<file path="src/rtl/twiddle_cmult.sv">
// ---------------------------------------------------------------------------
// twiddle_cmult: aligns the stage-1 sample stream to its twiddle, complex-
// multiplies, rounds/saturates and tags frame start/last for stage 2.
// Revision: 1.0
// ---------------------------------------------------------------------------
`default_nettype none

module twiddle_cmult #(
  parameter int DW        = 16,
  parameter int TW_LAT    = 2,
  parameter int FRAME_LEN = 16
) (
  input  logic                 clk,
  input  logic                 rst,
  input  logic                 in_valid,
  input  logic signed [DW-1:0] in_real,
  input  logic signed [DW-1:0] in_img,
  output logic                 rot_valid,
  input  logic signed [17:0]   rot_real,
  input  logic signed [17:0]   rot_img,
  output logic                 out_valid,
  output logic signed [DW-1:0] out_real,
  output logic signed [DW-1:0] out_img,
  output logic                 out_sof,
  output logic                 out_last,
  output logic                 err_gap
);

  localparam int CW = $clog2(FRAME_LEN);
  localparam int PW = DW + 18;
  localparam int SW = DW + 19;
  localparam logic [CW-1:0]        LAST_IDX = CW'(FRAME_LEN - 1);
  localparam logic signed [SW-1:0] RND      = SW'(32768);
  localparam logic signed [SW-1:0] MAXV     = SW'((2 ** (DW - 1)) - 1);
  localparam logic signed [SW-1:0] MINV     = SW'(-(2 ** (DW - 1)));

  assign rot_valid = in_valid;

  // Frame position counter and sticky gap detector
  logic [CW-1:0] cnt_q;
  logic          err_q;

  always_ff @(posedge clk) begin
    if (rst) begin
      cnt_q <= '0;
      err_q <= 1'b0;
    end else if (in_valid) begin
      cnt_q <= cnt_q + 1'b1;
    end else if (cnt_q != '0) begin
      cnt_q <= '0;
      err_q <= 1'b1;
    end
  end

  assign err_gap = err_q;

  logic sof_d, last_d;
  assign sof_d  = in_valid && (cnt_q == '0);
  assign last_d = in_valid && (cnt_q == LAST_IDX);

  // Delay line so the sample meets the twiddle requested TW_LAT cycles ago
  logic                 a_valid, a_sof, a_last;
  logic signed [DW-1:0] a_real, a_img;

  generate
    if (TW_LAT == 0) begin : g_no_align
      assign a_valid = in_valid;
      assign a_sof   = sof_d;
      assign a_last  = last_d;
      assign a_real  = in_real;
      assign a_img   = in_img;
    end else begin : g_align
      logic                 dv_q [TW_LAT];
      logic                 ds_q [TW_LAT];
      logic                 dl_q [TW_LAT];
      logic signed [DW-1:0] dr_q [TW_LAT];
      logic signed [DW-1:0] di_q [TW_LAT];

      always_ff @(posedge clk) begin
        if (rst) begin
          for (int i = 0; i < TW_LAT; i++) begin
            dv_q[i] <= 1'b0;
            ds_q[i] <= 1'b0;
            dl_q[i] <= 1'b0;
            dr_q[i] <= '0;
            di_q[i] <= '0;
          end
        end else begin
          dv_q[0] <= in_valid;
          ds_q[0] <= sof_d;
          dl_q[0] <= last_d;
          dr_q[0] <= in_real;
          di_q[0] <= in_img;
          for (int i = 1; i < TW_LAT; i++) begin
            dv_q[i] <= dv_q[i-1];
            ds_q[i] <= ds_q[i-1];
            dl_q[i] <= dl_q[i-1];
            dr_q[i] <= dr_q[i-1];
            di_q[i] <= di_q[i-1];
          end
        end
      end

      assign a_valid = dv_q[TW_LAT-1];
      assign a_sof   = ds_q[TW_LAT-1];
      assign a_last  = dl_q[TW_LAT-1];
      assign a_real  = dr_q[TW_LAT-1];
      assign a_img   = di_q[TW_LAT-1];
    end
  endgenerate

  // S1 partial products, S2 sums
  logic                 s1_v_q, s1_sof_q, s1_last_q;
  logic signed [PW-1:0] p_rr_q, p_ii_q, p_ri_q, p_ir_q;
  logic                 s2_v_q, s2_sof_q, s2_last_q;
  logic signed [SW-1:0] re_q, im_q;

  always_ff @(posedge clk) begin
    if (rst) begin
      s1_v_q    <= 1'b0;
      s1_sof_q  <= 1'b0;
      s1_last_q <= 1'b0;
      p_rr_q    <= '0;
      p_ii_q    <= '0;
      p_ri_q    <= '0;
      p_ir_q    <= '0;
      s2_v_q    <= 1'b0;
      s2_sof_q  <= 1'b0;
      s2_last_q <= 1'b0;
      re_q      <= '0;
      im_q      <= '0;
    end else begin
      s1_v_q    <= a_valid;
      s1_sof_q  <= a_sof;
      s1_last_q <= a_last;
      p_rr_q    <= PW'(a_real) * PW'(rot_real);
      p_ii_q    <= PW'(a_img)  * PW'(rot_img);
      p_ri_q    <= PW'(a_real) * PW'(rot_img);
      p_ir_q    <= PW'(a_img)  * PW'(rot_real);
      s2_v_q    <= s1_v_q;
      s2_sof_q  <= s1_sof_q;
      s2_last_q <= s1_last_q;
      re_q      <= SW'(p_rr_q) - SW'(p_ii_q);
      im_q      <= SW'(p_ri_q) + SW'(p_ir_q);
    end
  end

  function automatic logic signed [DW-1:0] sat(input logic signed [SW-1:0] x);
    logic signed [SW-1:0] r;
    r = x;
    if (x > MAXV)      r = MAXV;
    else if (x < MINV) r = MINV;
    return r[DW-1:0];
  endfunction

  // Round half toward +inf before dropping the 16 twiddle fraction bits
  logic signed [SW-1:0] re_rnd_d, im_rnd_d;
  assign re_rnd_d = (re_q + RND) >>> 16;
  assign im_rnd_d = (im_q + RND) >>> 16;

  logic                 ov_q, os_q, ol_q;
  logic signed [DW-1:0] or_q, oi_q;

  always_ff @(posedge clk) begin
    if (rst) begin
      ov_q <= 1'b0;
      os_q <= 1'b0;
      ol_q <= 1'b0;
      or_q <= '0;
      oi_q <= '0;
    end else begin
      ov_q <= s2_v_q;
      os_q <= s2_v_q && s2_sof_q;
      ol_q <= s2_v_q && s2_last_q;
      if (s2_v_q) begin
        or_q <= sat(re_rnd_d);
        oi_q <= sat(im_rnd_d);
      end
    end
  end

  assign out_valid = ov_q;
  assign out_sof   = os_q;
  assign out_last  = ol_q;
  assign out_real  = or_q;
  assign out_img   = oi_q;

endmodule

`default_nettype wire

</file>
<file path="config.mk">
export PLATFORM = sky130hd
export DESIGN_NAME = twiddle_cmult
export DESIGN_NICKNAME = d
export VERILOG_FILES = /design/src/rtl/twiddle_cmult.sv
export SDC_FILE = /design/constraint.sdc
export NUM_CORES = 2
export LEC_CHECK = 0
export ABC_AREA = 0
export CAP_MARGIN = 5
export CORE_UTILIZATION = 55
export CTS_CLUSTER_DIAMETER = 40
export CTS_CLUSTER_SIZE = 30
export DETAILED_ROUTE_END_ITERATION = 10
export GPL_ROUTABILITY_DRIVEN = 0
export PLACE_DENSITY_LB_ADDON = 0.15
export SETUP_SLACK_MARGIN = 0.2
export SKIP_CTS_REPAIR_TIMING = 1
export SLEW_MARGIN = 15
export SYNTH_ARGS = -nofsm -noshare
export SYNTH_HDL_FRONTEND = slang
export SYNTH_SLANG_ARGS = --single-unit
</file>
<file path="constraint.sdc">
create_clock -name clk -period 7.8 [get_ports clk]
set_input_delay 0.78 -clock clk [delete_from_list [all_inputs] [get_ports clk]]
set_output_delay 0.78 -clock clk [all_outputs]
set_load 0.02 [all_outputs]
</file>
# Yosys cells after proc, flatten, opt, wreduce, memory -nomap -nowiden
# Memories as Yosys holds them, arrays and structs flattened. A register that Yosys moved wholly into a read port is not among the register bits.
# Index checks and enable logic that the tools add are counted.
# W data, S select, Z words.
[word_totals]
elab_cells = 73
mem_bits_rw = 70
rom_bits = 0
output_inout_bits = 37
in_bits = 71
regBits = 249
memories = 5
latchBits = 0
[op_classes]
shift = 0
n_lt_le_gt_ge = 4
reduce_logical = 8
mux = 19
n_mul = 4
div = 0
addsub = 5
eq_ne = 1
n_bitwise = 11
[mem_list]
columns = ["memory", "words", "word_bits", "rd", "rd_clocked_by_memory_dff", "write_ports", "line_no", "rtl"]
rows = [
  ["g_align.di_q", 2, 16, 2, 0, 2, "77", "logic signed [DW-1:0] di_q [TW_LAT];"],
  ["g_align.dr_q", 2, 16, 2, 0, 2, "76", "logic signed [DW-1:0] dr_q [TW_LAT];"],
  ["g_align.dl_q", 2, 1, 2, 1, 2, "75", "logic dl_q [TW_LAT];"],
  ["g_align.ds_q", 2, 1, 2, 1, 2, "74", "logic ds_q [TW_LAT];"],
  ["g_align.dv_q", 2, 1, 2, 1, 2, "73", "logic dv_q [TW_LAT];"],
]
[op_table]
columns = ["operator", "count"]
rows = [
  ["$mul A16 B18 Y34", 4],
  ["$mux W16", 8],
  ["$add A35 B17 Y35 const B", 2],
  ["$gt A19 B16 Y1 const B", 2],
  ["$lt A19 B16 Y1 const B", 2],
  ["$add A34 B34 Y35", 1],
  ["$sub A34 B34 Y35", 1],
  ["$or A1 B1 Y1", 10],
  ["$mux W1", 9],
  ["$mux W4", 2],
  ["$add A4 B1 Y4 const B", 1],
  ["$eq A4 B4 Y1 const B", 1],
  ["$logic_and A1 B1 Y1", 4],
  ["$logic_not A4 Y1", 1],
  ["$reduce_bool A4 Y1", 1],
  ["$reduce_and A2 Y1", 1],
  ["$reduce_bool A2 Y1", 1],
  ["$not A1 Y1", 1],
]

# Longest topological paths before layout
[logic_depth]
ltp_word = 4
mapped_depth = 27
ltp_nobuf = 24

# Least setup slack after synthesis
# No wires, ideal clock.
[synth_path]
path_kind = "in2reg"
from = "input port rot_real[17]"
to = "register p_ir_q[33]"
n_path_buf = 1
path_stages = 19
path_slack_ns = 1.303
arrival_ns = 6.369
setup_time_ns = 0.128
cell_sequence = "clkbuf_1 nand2_1 inv_1 fa_1 fa_1 inv_1 fa_1 fa_1 fa_1 fa_1 inv_1 ha_1 a2111oi_0 a21oi_1 o31ai_2 a21oi_1 o32ai_1 xnor2_1 nor2_1"
[synth_via]
elab_chain_cells = 1
[synth_rtl]
columns = ["element", "line_no", "rtl"]
rows = [
  ["start: declaration", "19", "input logic signed [17:0] rot_real,"],
  ["$mul A16 B18 Y34", "139", "p_ir_q <= PW'(a_img) * PW'(rot_real);"],
  ["end signal: assignment", "139", ""],
  ["end: declaration", "114", "logic signed [PW-1:0] p_rr_q, p_ii_q, p_ri_q, p_ir_q;"],
]
# Every way passes these cells.
# A chain may end at the register's enable or synchronous reset.

==> flow_summary.toml <==
[synth]
netlist.area_leader.share_pct = 42.8
syn_area_um2 = 54200
synthTopCellsByArea = "fa_1 43%, dfxtp_1 11%, ha_1 9.6%"
async_flop_share_pct = 0
synth_nets = 7599
synth_cell_type_count = 82
yosys_warnings = 0
synth_edf_count = 0
synth_ff_type = "dfxtp_1"
netlist_instances = 5954
yosysTopAreaCell = "fa_1"
ys_seq_area_share_pct = 10.8
ys_seq_elements = 292
syn_area_per_cell_um2 = 9.10

[finish]
fillers = 8548
layout-drive-gt1-share_pct = 4.21
post-route-util_pct = 60.6
multi_input_area_um2 = 42300
register_area_um2 = 5850
areaGrowthSynthToFinish_pct = 8.58
num_antenna_cells = 0
finish.instance_area_um2 = 58900
final_nets = 7616

[status]
status = "finished, final reports clean"

[floorplan]
start_util_pct = 55.8
dieHeight_um = 316
dieArea_um2 = 99800
core_region_area_um2 = 97100
io_pins = 108
rows = 114
fp.dieW_um = 316

[clock_tree]
cts-root-buf = "clkbuf_16"
clk_pin_slew_worst_paths_ps = 60
cts_buffers = 46
cts_tree = "built"
clk_latency_ps = 590
cts.sinks = 292
clock_path_buffers = 3
h-tree-depth = 2

[power_and_ir_drop]
power.density_nw_per_um2 = 193
ir_drop_uv = 152
p_leak_nw = 29.7

[setup_path]
crit_path_max_incr_delay_ps = 1050
rr_worst_depth = 20
cp-start-kind = "flop"
crit_top_cell = "fa_1"
crit_arrival_ps = 7590
crit_chain = "buf_4, nand2_1, fa_1, fa_1, fa_1, inv_1, fa_1, fa_1, inv_1, fa_1, inv_1, ha_1, a2111o_1, a21oi_1, o31a_1, a311oi_1, a211o_1, nand3_1, nand3_1, mux2_1"
critPathMaxFanout = 18
worst_ep_required_time_ps = 8260
endpoint_kind = "flop"
crit_slowest_cell = "dfxtp_1"
critPathKind = "reg2reg"

[global_routing]
grt_pass1_wl_um = 221000
track_usage_pct = 28.4
antenna_found_initial = 7
use_met1_pct = 39.5
met2_usage_pct = 45.7
top_usage_layer = "met2"
grt_max_degree = 110
met3_usage_pct = 4.35
overflow = 0
grt_pass1_vias = 41017

[route]
remaining_drc_errors = 0
postRouteAntennaNets = 0
avgViaCountPerCell = 5.36
wire_per_inst_um = 18.4
dr.first_iter.drc_count = 2477
detailroute.via_count = 39069
totalWireLength_um = 134000
drt_first_pass_iters = 6

[placement]
port_buffers = 107
place_area_um2 = 57200
hpwl_um = 106000

[sta]
fin_crit_ps = 7130
fin_skew_ps = 23.2
setup_viol = 0
tightest_slew_ps = 1280
maxSlewViolCount = 0
max_slew_margin_pct = 14.6
tns_ps = 0
whs_ps = 424
hold_violations = 0
rsz0062_at_grt = "false"
max_freq_ghz = 0.140
fin_crit_sh_pct = 91.4

[hold_path]
hold_class = "reg2reg"
whs_path_depth = 1

[job]
drv_cap = 0
path summary, 6_finish.rpt:
kind | slack (ps) | endpoint | startpoint
max | 670 | p_ir_q[30] | g_align.di_q[0][18]
min | 420 | out_sof | s2_sof_q
max reg2reg | 670 | p_ir_q[30] | g_align.di_q[0][18]
min reg2reg | 420 | out_sof | s2_sof_q
final cells by class:
class | count | area share, %
Multi-Input combinational cell | 4054 | 71.9
Sequential cell | 292 | 9.94
Inverter | 1340 | 8.55
Timing Repair Buffer | 237 | 4.08
Tap cell | 1276 | 2.71
Clock buffer | 48 | 2.00
Clock inverter | 37 | 0.823
state kept, by name, summed over array words and instances (netlist names), 2 cells and up:
signal	flops
p_ii_q	34
p_ir_q	34
p_ri_q	34
p_rr_q	34
g_align.di_q	32
g_align.dr_q	32
im_q	20
re_q	20
out_img	16
out_real	16
cnt_q	4
g_align.dl_q	2
g_align.ds_q	2
g_align.dv_q	2
power by group:
part	total [mW]	switching, mW	internal, mW	leakage, nW
clock network	2.16	0.869	1.29	0.799
registers	2.12	0.276	1.85	2.41
logic	7.08	4.13	2.95	26.4
cells by family (layout without fill, tap and decap cells):
| logic type | after synthesis | after routing | synth area share [%] |
|---|---|---|---|
| fa+ha+maj | 1574 | 1574 | 52.4 |
| simple gates | 1783 | 1783 | 16.2 |
| mux | 4 | 4 | 0.0831 |
| xor+xnor | 203 | 203 | 3.28 |
| flops | 292 | 292 | 10.8 |
| compound gates | 490 | 490 | 6.08 |
| buf+inv | 1608 | 1662 | 11.2 |
cells in the final DEF, fill, tap and decap left out, drive strengths merged, types with 8 or more instances in the layout:
master,n
a21o,65
and3,31
xor2,79
nand2,648
clkbuf,48
xnor2,124
nor2b,105
a21oi,144
nand3,47
nand4,21
o21a,15
clkinv,14
or3,8
clkdlybuf4s50,106
nor2,285
o31ai,11
dfxtp,292
o21bai,15
ha,414
a31oi,18
nand2b,33
a211oi,21
buf,131
o211ai,33
inv,1355
o21ai,79
nor3,39
o22ai,17
fa,1160
and2,537
metal layers:
layer  vias to the layer above  routed length, um
met1                     19882              57700
met2                      1207              61700
met5                         -                  0
li1                      17762                  -
met4                         0               4820
met3                       218               9790
worst max-delay path, delay by kind of cell, from the launching register on:
| family | cells | cell delay (ps) |
|---|---|---|
| AOI/OAI and AO/OA | 5 | 1410 |
| adders and majority gates | 7 | 3360 |
| buffers and inverters | 4 | 550 |
| DFF | 1 | 1050 |
| muxes | 1 | 310 |
| and+or+nand+nor | 3 | 290 |
synthesized netlist by cell type, types with 6 or more instances:
library cell / instances
xnor2_1: 124
a31o_2: 7
o21bai_1: 15
o31ai_1: 7
fa_1: 1160
o21ai_1: 14
a21o_1: 65
inv_1: 1338
xor2_1: 79
nand3_1: 45
o21a_1: 15
a21oi_1: 143
a31oi_1: 16
and3_1: 31
a211o_1: 6
buf_2: 7
and2_1: 537
o21ai_0: 64
nor2b_1: 105
nand2b_1: 33
a211oi_1: 20
and4_1: 7
o22ai_1: 17
buf_1: 8
nor2_1: 285
clkbuf_1: 252
nand2_1: 648
nor3_1: 37
nand4_1: 21
or3_1: 8
ha_1: 414
o211ai_1: 32
dfxtp_1: 292
metrics by stage:
| step | setup WS (ps) | instances | power [mW] |
|---|---|---|---|
| finish | 673 | 7284 | 11.4 |
| global route | 291 | 7284 | 12.5 |
| CTS | 623 | 7284 | 11.4 |
| detailed placement | 185 | 7199 | 9.18 |
| global placement | 232 | 7199 | 9.07 |
| floorplan | 1300 | 5954 | 7.32 |
Power figures use the tool's default switching activity.
